`src/rtl/mem_access_ctrl.sv`:
```
// Load/store controller between the CPU and word-organised data memory.
// Checks alignment/range, does read-modify-write for sh/sb and extends loads.
module mem_access_ctrl #(
  parameter logic [31:0] DATA_BASE   = 32'h1001_0000,
  parameter int          DEPTH_WORDS = 2048
) (
  input  logic        clk,
  input  logic        rst,
  input  logic        req,
  input  logic        we,
  input  logic [1:0]  s_mux,
  input  logic [2:0]  l_mux,
  input  logic [31:0] addr,
  input  logic [31:0] wdata,
  output logic        busy,
  output logic        done,
  output logic [31:0] rdata,
  output logic        misalign,
  output logic        out_of_range,
  output logic        dm_wena,
  output logic [31:0] dm_addr,
  output logic [31:0] dm_wdata,
  input  logic [31:0] dm_rdata
);

  localparam logic [31:0] DATA_LIMIT = DATA_BASE + 32'(DEPTH_WORDS * 4);

  typedef enum logic [1:0] {IDLE, RD, WR, DONE} state_t;

  state_t      state, state_next;
  logic [31:0] addr_q, wdata_q, word_q;
  logic        we_q;
  logic [1:0]  s_mux_q;
  logic [2:0]  l_mux_q;

  logic        req_word, req_half, req_misalign, req_oor, accept;
  logic [7:0]  load_byte;
  logic [15:0] load_half;
  logic [31:0] load_ext;

  // Classify the incoming request; fault checks use the live address.
  always_comb begin
    req_word = 1'b0;
    req_half = 1'b0;
    if (we) begin
      req_word = (s_mux == 2'b00) || (s_mux == 2'b11);
      req_half = (s_mux == 2'b01);
    end else begin
      req_half = (l_mux == 3'b001) || (l_mux == 3'b010);
      req_word = !(req_half || (l_mux == 3'b011) || (l_mux == 3'b100));
    end
    req_misalign = req_word ? (addr[1:0] != 2'b00) : (req_half ? addr[0] : 1'b0);
    req_oor      = (addr < DATA_BASE) || (addr >= DATA_LIMIT);
    accept       = (state == IDLE) && req;
  end

  always_ff @(posedge clk) begin
    if (rst) state <= IDLE;
    else     state <= state_next;
  end

  always_comb begin
    state_next = state;
    case (state)
      IDLE: if (req) begin
        if (req_misalign || req_oor)                              state_next = DONE;
        else if (we && ((s_mux == 2'b00) || (s_mux == 2'b11)))    state_next = WR;
        else                                                      state_next = RD;
      end
      RD:      state_next = we_q ? WR : DONE;
      WR:      state_next = DONE;
      DONE:    state_next = IDLE;
      default: state_next = IDLE;
    endcase
  end

  always_comb begin
    busy     = (state != IDLE);
    done     = (state == DONE);
    dm_wena  = (state == WR) && !rst;
    dm_addr  = {addr_q[31:2], 2'b00};
    dm_wdata = wdata_q;
    case (s_mux_q)
      2'b01: dm_wdata = addr_q[1] ? {wdata_q[15:0], word_q[15:0]}
                                  : {word_q[31:16], wdata_q[15:0]};
      2'b10: begin
        dm_wdata = word_q;
        dm_wdata[{addr_q[1:0], 3'b000} +: 8] = wdata_q[7:0];
      end
      default: dm_wdata = wdata_q;
    endcase
  end

  // Lane select and sign/zero extension of the word read in RD.
  always_comb begin
    load_byte = dm_rdata[{addr_q[1:0], 3'b000} +: 8];
    load_half = addr_q[1] ? dm_rdata[31:16] : dm_rdata[15:0];
    case (l_mux_q)
      3'b001:  load_ext = {{16{load_half[15]}}, load_half};
      3'b010:  load_ext = {16'h0000, load_half};
      3'b011:  load_ext = {{24{load_byte[7]}}, load_byte};
      3'b100:  load_ext = {24'h000000, load_byte};
      default: load_ext = dm_rdata;
    endcase
  end

  always_ff @(posedge clk) begin
    if (rst) begin
      addr_q       <= '0;
      wdata_q      <= '0;
      word_q       <= '0;
      we_q         <= 1'b0;
      s_mux_q      <= 2'b00;
      l_mux_q      <= 3'b000;
      rdata        <= '0;
      misalign     <= 1'b0;
      out_of_range <= 1'b0;
    end else begin
      if (accept) begin
        addr_q       <= addr;
        wdata_q      <= wdata;
        we_q         <= we;
        s_mux_q      <= s_mux;
        l_mux_q      <= l_mux;
        misalign     <= req_misalign;
        out_of_range <= req_oor;
      end
      if (state == RD) begin
        word_q <= dm_rdata;
        if (!we_q) rdata <= load_ext;
      end
    end
  end

endmodule

```
`config.mk`:
```
export PLATFORM = sky130hd
export DESIGN_NAME = mem_access_ctrl
export DESIGN_NICKNAME = d
export VERILOG_FILES = /design/src/rtl/mem_access_ctrl.sv
export SDC_FILE = /design/constraint.sdc
export NUM_CORES = 1
export LEC_CHECK = 0
export ABC_AREA = 0
export BUFFER_PORTS_ARGS = -buffer_cell sky130_fd_sc_hd__buf_2
export CAP_MARGIN = 20
export CORE_ASPECT_RATIO = 0.6
export CORE_UTILIZATION = 41
export CTS_CLUSTER_DIAMETER = 60
export DETAILED_ROUTE_END_ITERATION = 8
export GPL_TIMING_DRIVEN = 0
export HOLD_SLACK_MARGIN = 0.02
export PLACE_DENSITY = 0.73
export SYNTH_ARGS = -nofsm -noshare
export SYNTH_HDL_FRONTEND = slang
export SYNTH_SLANG_ARGS = --single-unit
```
`constraint.sdc`:
```
create_clock -name clk -period 4.2 [get_ports clk]
set_input_delay 0.42 -clock clk [delete_from_list [all_inputs] [get_ports clk]]
set_output_delay 0.42 -clock clk [all_outputs]
set_load 0.005 [all_outputs]
```
# Yosys cells after proc, flatten, opt, wreduce, memory -nomap -nowiden
# Index checks and enable logic that the tools add are counted.
# word_totals
reg_bits	138
out_inout_bits	101
wordCells	63
# classes
n_addsub	1
order_cmp	2
eq_ne	16
shift	3
n_mux	14
n_bitwise	1
reduce_logical	16
# op_table
op	count
one-hot mux 32 bit (4 select lines)	1
one-hot mux 32 bit (2 select lines)	1
bitwise mux 32 bit	1
>= comparator 32 x 29 -> 1 bit (second input constant)	1
less-than comparator 32 x 29 -> 1 bit (second input constant)	1
two-way mux 32 bit	1
variable shift 8 x 7 -> 32 bit (first input constant)	1
variable part select 32 x 6 -> 8 bit	1
variable part select 8 x 7 -> 32 bit	1
two-way mux 16 bit	1
== test 3 x 2 -> 1 bit (second input constant)	4
== test 2 bit (second input constant)	4
one-hot mux 2 bit (4 select lines)	1
negator 5 -> 7 bit	1
== test 2 x 1 -> 1 bit (second input constant)	3
== test 3 x 1 -> 1 bit (second input constant)	2
== test 3 bit (second input constant)	2
logical OR 1 bit	6
two-way mux 2 bit	3
two-way mux 1 bit	5
zero test 2 bit	2
nonzero test 2 bit	2
logical AND 1 bit	3
zero test 1 bit	2
3 further kinds	3

# Longest topological paths before layout
# Gate-level depths: netlist of run 1.
# logic_depth
depth_word	11
mapped_depth	9

# Worst setup path after synthesis of run 1
# OpenSTA, ideal clock, no wires.
# synth_timing
path_type	register to output
startpoint	register addr_q[1]
endpoint	output dm_wdata[10]
arrival_time_ps	1804
required_ps	3780
slack_ps	1976
stages_incl_launch_ff	8
path_buffers	1
cell_sequence	dfxtp_1 -> buf_2 -> inv_1 -> ha_1 -> nand2_1 -> nor3_1 -> a32oi_1 -> o21ai_0
# synth_via
elab_chain_cells	4
# synth_rtl
element	line	source
start: declaration	31	logic [31:0] addr_q, wdata_q, word_q;
start signal: assignment	120	addr_q <= addr;
negator 5 -> 7 bit	88	dm_wdata[{addr_q[1:0], 3'b000} +: 8] = wdata_q[7:0];
variable part select 8 x 7 -> 32 bit / variable shift 8 x 7 -> 32 bit (equally long branches)	88	
bitwise mux 32 bit	88	
one-hot mux 32 bit (2 select lines) *	83	case (s_mux_q)
end: declaration	22	output logic [31:0] dm_wdata,
# Mark *: on every way between the ends. The rest lies on a longest branch, timed or not.

# Worst setup path after layout of run 1
# layout_timing
startpoint	register addr_q[1]
endpoint	output dm_wdata[8]
# Same word-level chain as after synthesis.

==> out/qor.tcl, run 1 <==
set qor(cp_data_arrival_time_ps) 2990
set qor(clock_latency_reported_for_the_late_side_of_the_worst_skew_pair_ps) 430
set qor(synth_seq_cells) 138
set qor(crit_fanout) 10
set qor(layout_commonest_cell) {buf_2}
set qor(die_area_sq_um) 17100
set qor(grt_pass1_vias) 6332
set qor(postSynthCellCount) 835
set qor(timing.setup.tns_ps) 0
set qor(seq_power_share_pct) 34.0
set qor(power.switching_mw) 2.09
set qor(worstSetupEndpointType) {output pin}
set qor(powerDensity_nw_per_um2) 630
set qor(sw_frac_of_total_pct) 38.3
set qor(die_height_um) 102
set qor(critical-path-top-delay-family) {simple AND/OR/NAND/NOR gates}
set qor(worstSetupPathType) {reg -> out}
set qor(slew_headroom_pct) 41.3
set qor(synth_cell_area_sq_um) 6810
set qor(total_leakage_power_nw) 3.78
set qor(worstSetupStartpointType) {flip-flop}
set qor(gpl.final_weighted_congestion) 0.923
set qor(port-buffer-count) 202
set qor(required_ps) 3780
set qor(synth_edf_count) 0
set qor(antenna_found_initial) 1
set qor(layout_min_cycle_time_ps) 3410
set qor(cts_setup_buffers) 0
set qor(final.setup_skew_ps) 10.1
set qor(p_clk_share_pct) 27.7
set qor(irDropWorstVdd_mv) 0.257
set qor(grt_usage_pct) 25.8
set qor(timing.max_cap.violations) 0
set qor(number_of_buffers_on_the_longest_clock_path) 2
set qor(status) {completed}
set qor(remaining_antenna_violation_count_after_routing) 0
set qor(rows) 36
set qor(critical_path.slowest_cell) {nor3_1}
set qor(worstHoldStart) {wdata[30]}
set qor(timing_hold_violations_final) 0
set qor(synth.yosys.seq_area_share_pct) 40.6
set qor(cp_slowest_stage_delay_ps) 630
set qor(final_cell_mix) {buf_2, nand2_1, dfxtp_1}
set qor(bufs_and_invs_on_worst_path) 3
set qor(overflow) 0
set qor(vias) 6955
set qor(design.core.area_sq_um) 16200
set qor(clock_tree_from_tritoncts) {yes}
set qor(post_route_cells_drive_above_1_share_pct) 29.1
set qor(cp_cell_sequence) {buf_2, inv_1, ha_1, nand2_1, nor3_1, a32oi_1, o21ai_0, buf_2}
set qor(detail_route.iter0.violations) 575
set qor(vias_per_cell) 5.43
set qor(max_clock_freq_mhz) 293
set qor(yosysWarnings) 0
set qor(h-tree-depth) 4
set qor(critPathMostFrequentCell) {buf_2}
set qor(dp.final_hpwl_um) 16900
set qor(floorplan.initialDensity_pct) 42.0
set qor(final_core_utilization_pct) 53.5
set qor(grt_setup_unrepaired) {false}
set qor(cts_resized) 0
set qor(clkSlewWorstSetupHoldPaths_ps) 70
set qor(comb_power_share_pct) 38.2
set qor(yosys_most_used_dff) {dfxtp_1}
set qor(finalSetupViolCount) 0
set qor(hold_path_class) {in -> reg}
set qor(power.internal_mw) 3.38
set qor(number_of_nets_in_the_finished_design) 1175
set qor(wire_per_inst_um) 17.3
set qor(drt-total-wl_um) 22200
set qor(io_count) 206
set qor(timing.critical_path.from) {addr_q[1]}
set qor(r2r-start) {state[1]}
set qor(synth.lib_cells_used.distinct) 52
set qor(area_growth_syn_to_layout_pct) 27.5
set qor(drt_pre_antenna_iters) 5
set qor(synthArstFlopShare_pct) 0
set qor(cts.sink_count) 138
set qor(hold_buffers) 0
set qor(chipWidth_um) 168
set qor(worst_slew_pin_slew_ps) 881
set qor(final_max_slew_viol_count) 0
set qor(period_share_pct) 81.2
set qor(grt_start_max_net_pins) 17
set qor(cts_buffers) 17
set qor(drc) 0
set qor(avgSynthCellArea_sq_um) 8.15
set qor(global_route_wire_length_before_repair_um) 34000
set qor(clk_root_buffer_cell) {clkbuf_16}
set qor(final.fill_count) 1577
[state kept, by name (all words and copies together) (netlist names)]
register / count
l_mux_q: 3
out_of_range: 1
word_q: 32
s_mux_q: 2
rdata: 32
state: 2
addr_q: 32
misalign: 1
we_q: 1
wdata_q: 32
[path summary, 6_finish.rpt]
| kind | depth (start not counted) | to | slack, ps |
|---|---|---|---|
| max | 8 | dm_wdata[8] | 790 |
| min | 3 | wdata_q[30] | 220 |
| max reg2reg | 9 | rdata[29] | 1640 |
| min reg2reg | 2 | addr_q[2] | 450 |
[routing by layer]
| metal | track usage, % | wire [um] | part of all wire (%) |
|---|---|---|---|
| met3 | 6.72 | 2350 | 11 |
| met1 | 36.6 | 10300 | 47 |
| met4 | 7.27 | 281 | 1.3 |
| met5 | 0 | 10 | 0.045 |
| met2 | 38.4 | 9230 | 42 |
[cell families (layout without fill, tap and decap cells)]
group	after synthesis	count (layout)	share of synthesized area, %
and+or+nand+nor	260	260	15.7
xor gates and xnor gates	2	2	0.257
adders and majority gates	14	14	2.54
AOI/OAI and AO/OA	228	228	21.6
buffers and inverters	128	362	9.15
DFF	138	138	40.6
other	1	3	0.0551
muxes	64	64	10.1
[cells in the mapped netlist, drive strengths merged, types with 8 or more instances]
master / count / area, sq um
ha: 13 / 163
o21ai: 33 / 165
mux2i: 33 / 330
buf: 52 / 337
a211oi: 9 / 67.6
a221oi: 30 / 263
nor2: 53 / 199
nor3: 10 / 50.1
a22o: 24 / 210
clkbuf: 45 / 170
dfxtp: 138 / 2760
nand2: 172 / 646
a21oi: 106 / 531
mux2: 30 / 338
a32oi: 8 / 70.1
inv: 31 / 116
[power groups by stage]
stage,clock network [mW],logic (mW),registers (mW)
4_1_cts,1.53,2.08,1.85
3_3_place_gp,0,2.02,1.87
6_report,1.52,2.09,1.86
2_1_floorplan,0,1.34,1.83
3_5_place_dp,0,2.06,1.88
5_1_grt,1.59,2.30,1.89
[stage by stage]
step	instances	hold WS [ps]	power (mW)	area, sq um	setup slack, ps
finish	1280	224	5.47	8680	790
detailed placement	1247	446	3.94	8080	1380
global route	1279	229	5.79	8670	619
floorplan	836	436	3.17	6810	1980
global placement	1247	441	3.89	8080	1400
CTS	1279	215	5.46	8670	913
[worst register-to-register path, stage by stage (launching register included)]
cell	delay, ps
dfxtp_1	350
inv_1	130
ha_1	150
buf_2	190
nor2b_1	150
clkbuf_1	460
o31ai_1	190
a31oi_2	470
buf_4	280
a21oi_1	90
[final cells by class]
type                    instances  area [sq um]  area share [%]
inverters                      31           116            1.34
well taps                     209           262            3.01
multi-input cells             570          3420            39.5
clock buffers                  18           439            5.06
plain buffers                  97           507            5.84
diodes                          1          2.50          0.0288
repair buffers                202          1010            11.7
clock inverters                14           151            1.75
flip-flops and latches        138          2760            31.8
Note: power is estimated with default switching activity, not from simulation.
==> run 2, diff against run 1 <==
--- a/config.mk
+++ b/config.mk
@@ -5,7 +5,7 @@
 export SDC_FILE = /design/constraint.sdc
 export NUM_CORES = 1
 export LEC_CHECK = 0
-export ABC_AREA = 0
+export ABC_AREA = 1
 export BUFFER_PORTS_ARGS = -buffer_cell sky130_fd_sc_hd__buf_2
 export CAP_MARGIN = 20
 export CORE_ASPECT_RATIO = 0.6
==> constraint.sdc (replaced) <==
create_clock -name clk -period 3.4 [get_ports clk]
set_input_delay 0.34 -clock clk [delete_from_list [all_inputs] [get_ports clk]]
set_output_delay 0.34 -clock clk [all_outputs]
set_load 0.005 [all_outputs]
==> out/qor.tcl, run 2 <==
set qor(stdcell_count) 1396
set qor(period_share_pct) 96.4
set qor(timing.max_cap.violations) 0
set qor(post_route_cells_drive_above_1_share_pct) 25.6
set qor(die_height_um) 102
set qor(final_cell_mix) {buf_2, dfxtp_1, o21ai_0}
set qor(power.switching_mw) 3.19
set qor(seq_power_share_pct) 32.3
set qor(r2r-start) {state[1]}
set qor(clock_tree_from_tritoncts) {yes}
set qor(port-buffer-count) 203
set qor(synthArstFlopShare_pct) 0
set qor(postSynthCellCount) 955
set qor(hold_buffers) 0
set qor(timing_hold_violations_final) 0
set qor(synthTopCellsByArea) {dfxtp_1, o21ai_0, a21oi_1}
set qor(cts_buffers) 17
set qor(grt_start_max_net_pins) 18
set qor(num_antenna_cells) 0
set qor(io_count) 206
set qor(global_route_wire_length_before_repair_um) 37700
set qor(chipWidth_um) 168
set qor(slew_headroom_pct) 49.2
set qor(post-place-cells) 1362
set qor(status) {completed}
set qor(layout_min_cycle_time_ps) 3280
set qor(irDropWorstVdd_mv) 0.371
set qor(dp.final_hpwl_um) 19700
set qor(worstSetupStartpointType) {flip-flop}
set qor(reg2reg_setup_slack_ps) 1270
set qor(area_growth_syn_to_layout_pct) 28.2
set qor(yosys.area.top_type) {dfxtp_1}
set qor(synth.lib_cells_used.distinct) 32
set qor(overflow) 0
set qor(post-synth-top-count-cell) {dfxtp_1}
set qor(synth_seq_cells) 138
set qor(avgSynthCellArea_sq_um) 7.10
set qor(timing.rr.end) {rdata[5]}
set qor(comb_power_share_pct) 42.6
set qor(yosysWarnings) 0
set qor(timing.setup.tns_ps) 0
set qor(fin_total_pwr_mw) 7.66
set qor(hold_path_class) {in -> reg}
set qor(grt_pass1_vias) 6646
set qor(crit_fanout) 12
set qor(cp_data_arrival_time_ps) 2940
set qor(grt_usage_pct) 29.2
set qor(number_of_nets_in_the_finished_design) 1298
set qor(design.core.area_sq_um) 15800
set qor(rows) 35
set qor(floorplan.initialDensity_pct) 43.0
set qor(grt_setup_unrepaired) {false}
set qor(required_ps) 3060
set qor(hold_path_end) {addr_q[10]}
set qor(synth.yosys.seq_area_share_pct) 40.8
set qor(h-tree-depth) 4
set qor(layout_commonest_cell) {buf_2}
set qor(antenna_found_initial) 0
set qor(drt_pre_antenna_iters) 6
set qor(detail_route.iter0.violations) 736
set qor(sw_frac_of_total_pct) 41.6
set qor(power.internal_mw) 4.48
set qor(p_clk_share_pct) 25.2
set qor(clock_latency_reported_for_the_late_side_of_the_worst_skew_pair_ps) 420
set qor(wire_per_inst_um) 18.1
set qor(clk_root_buffer_cell) {clkbuf_16}
set qor(die_area_sq_um) 17100
set qor(synth_top_area_share_pct) 40.8
set qor(worstHoldStart) {addr[10]}
set qor(final_max_slew_viol_count) 0
set qor(vias_per_cell) 5.49
set qor(drc) 0
set qor(max_clock_freq_mhz) 305
set qor(final.fill_count) 1592
set qor(cts.sink_count) 138
set qor(worstSetupPathType) {reg -> out}
set qor(remaining_antenna_violation_count_after_routing) 0
set qor(number_of_buffers_on_the_longest_clock_path) 2
set qor(worstSetupEndpointType) {output pin}
set qor(drt-total-wl_um) 25200
set qor(min_path_cells) 3
set qor(vias) 7668
set qor(gpl.final_weighted_congestion) 0.977
set qor(worst_r2r_path_depth) 8
set qor(synth_edf_count) 0
set qor(yosys_most_used_dff) {dfxtp_1}
set qor(total_leakage_power_nw) 4.02
set qor(clkSlewWorstSetupHoldPaths_ps) 60
set qor(powerDensity_nw_per_um2) 882
set qor(finalSetupViolCount) 0
set qor(worst_slew_pin_slew_ps) 763
set qor(synth_cell_area_sq_um) 6780
set qor(synthTopCellsByCount) {dfxtp_1, o21ai_0, nor2_1}
set qor(final.setup_skew_ps) 8.49
## run 2: per-stage QoR
step / utilization [%] / hold WS [ps] / instance area (sq um) / setup slack [ps]
after floorplan: - / 444 / 6780 / 1230
after global placement: 51.1 / 464 / 8050 / 382
after detailed placement: 51.1 / 465 / 8050 / 398
after CTS: 54.8 / 158 / 8650 / 72.8
after global routing: 55.1 / 166 / 8690 / 57.7
final: 55.1 / 162 / 8690 / 122
## run 2: cells by family (layout without fill, tap and decap cells)
logic type	Yosys count	after routing	synth area share, %
AOI/OAI and AO/OA	352	352	28.5
and+or+nand+nor	270	270	15.7
buffers and inverters	181	418	12.6
DFF	138	138	40.8
adders and majority gates	13	13	2.40
other	1	2	0.0553
## run 2: power groups by stage
stage / combinational [mW] / sequential [mW] / clock (mW)
finish: 3.26 / 2.47 / 1.93
global placement: 3.09 / 2.48 / 0
CTS: 3.14 / 2.46 / 1.93
global route: 3.55 / 2.52 / 2.02
detailed placement: 3.12 / 2.48 / 0
floorplan: 1.97 / 2.41 / 0
## run 2: worst max-delay path, stage by stage, from the launching register on
cell and delay [ps]:
dfxtp_1 380, buf_4 210, inv_2 140, buf_2 310
ha_2 400, nand2_1 310, o22ai_1 210, a22oi_1 90
o21ai_0 280, buf_2 170
## run 2: how the worst max path moves through the flow
stage	start	end	slack (ps)	cells past startpoint
6_report	addr_q[1]	dm_wdata[9]	120	9
4_1_cts	addr_q[1]	dm_wdata[5]	70	9
5_1_grt	addr_q[1]	dm_wdata[30]	60	10
3_5_place_dp	addr_q[1]	dm_wdata[9]	400	10
3_3_place_gp	addr_q[1]	dm_wdata[9]	380	10
2_1_floorplan	addr_q[1]	dm_wdata[24]	1230	10
## run 2: layout make-up
type	instances	area (sq um)	area share (%)
multi-input cells	637	3170	36.5
flip-flops and latches	138	2760	31.8
repair buffers	207	1050	12.0
plain buffers	95	527	6.06
clock buffers	17	425	4.90
inverters	84	322	3.70
well taps	203	254	2.92
clock inverters	15	178	2.04
## run 2: metal layers
metal | global-route usage [%] | wire length, um | share of wire, %
met1 | 43.9 | 12000 | 47
met2 | 39.0 | 9650 | 38
met3 | 10.1 | 3350 | 13
met4 | 6.49 | 270 | 1.1
met5 | 0 | 0 | 0
## run 2: what timing repair did
action                                  CTS  global route
hold endpoints to repair                  0             0
buffers inserted                          0             4
gates resized for setup                   0             3
endpoints found under the setup margin    3            19
pin swaps                                 0             0
==> run 3, diff against run 2 <==
--- a/config.mk
+++ b/config.mk
@@ -8,7 +8,6 @@
 export ABC_AREA = 1
 export BUFFER_PORTS_ARGS = -buffer_cell sky130_fd_sc_hd__buf_2
 export CAP_MARGIN = 20
-export CORE_ASPECT_RATIO = 0.6
 export CORE_UTILIZATION = 41
 export CTS_CLUSTER_DIAMETER = 60
 export DETAILED_ROUTE_END_ITERATION = 8
==> out/qor.tcl, run 3 (synthesized netlist as in run 2, its figures left out) <==
set qor(status) {completed}
set qor(met1_usage_grt_pct) 37.0
set qor(wire_per_inst_um) 16.7
set qor(dp.final_hpwl_um) 18200
set qor(antenna_found_initial) 0
set qor(rows) 46
set qor(layout_commonest_cell) {buf_2}
set qor(number_of_nets_in_the_finished_design) 1295
set qor(design.core.area_sq_um) 16000
set qor(clkSlewWorstSetupHoldPaths_ps) 60
set qor(port-buffer-count) 203
set qor(globalRouteMet3Util_pct) 4.93
set qor(fin_total_pwr_mw) 7.67
set qor(timing_hold_violations_final) 0
set qor(hold_buffers) 0
set qor(cts.sink_count) 138
set qor(cts_setup_buffers) 0
set qor(final_max_slew_viol_count) 0
set qor(grt_start_max_net_pins) 17
set qor(finalSetupViolCount) 0
set qor(powerDensity_nw_per_um2) 879
set qor(layout_min_cycle_time_ps) 3180
set qor(clock_tree_from_tritoncts) {yes}
set qor(die_area_sq_um) 17000
set qor(worstSetupStartpointType) {flip-flop}
set qor(clock_latency_reported_for_the_late_side_of_the_worst_skew_pair_ps) 420
set qor(floorplan.initialDensity_pct) 42.4
set qor(overflow) 0
set qor(max_clock_freq_mhz) 315
set qor(h-tree-depth) 4
set qor(die_height_um) 131
set qor(slew_headroom_pct) 56.7
set qor(grt_setup_unrepaired) {false}
set qor(worstSetupEndpointType) {output pin}
set qor(global_route_wire_length_before_repair_um) 35000
set qor(remaining_antenna_violation_count_after_routing) 0
set qor(drt_pre_antenna_iters) 7
set qor(timing.max_cap.violations) 0
set qor(worst_slew_pin_slew_ps) 650
set qor(irDropWorstVdd_mv) 0.425
set qor(drt-total-wl_um) 23500
set qor(io_count) 206
set qor(detail_route.iter0.violations) 746
set qor(grt_pass1_vias) 6623
set qor(period_share_pct) 93.4
set qor(gpl.final_weighted_congestion) 0.933
set qor(final.setup_skew_ps) 6.72
set qor(vias) 7468
set qor(gr-max-usage-layer) {met2}
set qor(cts_buffers) 17
set qor(cts_resized) 0
set qor(timing.setup.tns_ps) 0
set qor(post_route_cells_drive_above_1_share_pct) 25.1
set qor(total_leakage_power_nw) 4.03
set qor(final_cell_mix) {buf_2, dfxtp_1, o21ai_0}
set qor(area_growth_syn_to_layout_pct) 28.7
set qor(hold_path_class) {in -> reg}
set qor(crit_fanout) 12
set qor(final_core_utilization_pct) 54.5
set qor(required_ps) 3060
set qor(drc) 0
set qor(vias_per_cell) 5.31
set qor(clk_root_buffer_cell) {clkbuf_16}
set qor(grt_usage_pct) 27.3
set qor(number_of_buffers_on_the_longest_clock_path) 2
set qor(cp_data_arrival_time_ps) 2840
set qor(chipWidth_um) 131
set qor(final.fill_count) 1638
set qor(grt_util_met2_pct) 42.3
set qor(worstSetupPathType) {reg -> out}
## run 3: cell count changes in the layout (fill, tap and decap cells not counted), sizes merged
cell	change
buf	-4
clkinv	+4
bufinv	+4
inv	-8
clkinvlp	-1
diode	+1
clkbuf	+1
## run 3: worst paths after layout
path / from / end / slack (ps) / cells after the start
setup / recovery: addr_q[1] / dm_wdata[31] / 220 / 11
hold / removal: addr[24] / addr_q[24] / 170 / 3
setup reg to reg: state[1] / rdata[6] / 1480 / 8
hold reg to reg: word_q[17] / word_q[17] / 480 / 2
## run 3: power breakdown
| part | total, mW | switching [mW] | internal (mW) |
|---|---|---|---|
| clock | 2.08 | 0.716 | 1.36 |
| combinational | 3.13 | 1.93 | 1.20 |
| sequential | 2.46 | 0.315 | 2.14 |
| total | 7.67 | 2.96 | 4.71 |
## run 3: worst max-delay path, cell delays in order (launching register included)
cell	delay [ps]
dfxtp_1	460
buf_4	220
inv_2	90
buf_2	210
ha_1	210
clkinv_1	130
clkbuf_2	260
nand3_1	140
o22ai_1	160
nand2_1	80
a21oi_1	290
buf_2	180
## run 3: layout make-up
| cell class | instances | area [sq um] | area share, % |
|---|---|---|---|
| diodes | 1 | 2.50 | 0.0287 |
| plain buffers | 96 | 532 | 6.10 |
| clock buffers | 17 | 425 | 4.88 |
| clock inverters | 14 | 228 | 2.61 |
| inverters | 84 | 318 | 3.64 |
| multi-input cells | 637 | 3170 | 36.3 |
| flip-flops and latches | 138 | 2760 | 31.7 |
| well taps | 216 | 270 | 3.10 |
| repair buffers | 203 | 1020 | 11.6 |
## run 3: metrics by stage
stage	instances	hold slack [ps]	setup WS, ps	area [sq um]
floorplan	956	444	1230	6780
finish	1406	166	223	8720
global placement	1375	464	564	8070
detailed placement	1375	466	628	8070
global route	1405	173	46.6	8720
CTS	1406	160	164	8720
## run 3: per-layer routing
layer  part of all wire, %  vias up
li1                      -     3629
met1                    43     3403
met2                    45      382
met3                   8.6       54
met4                   2.8        0
met5                     0        -
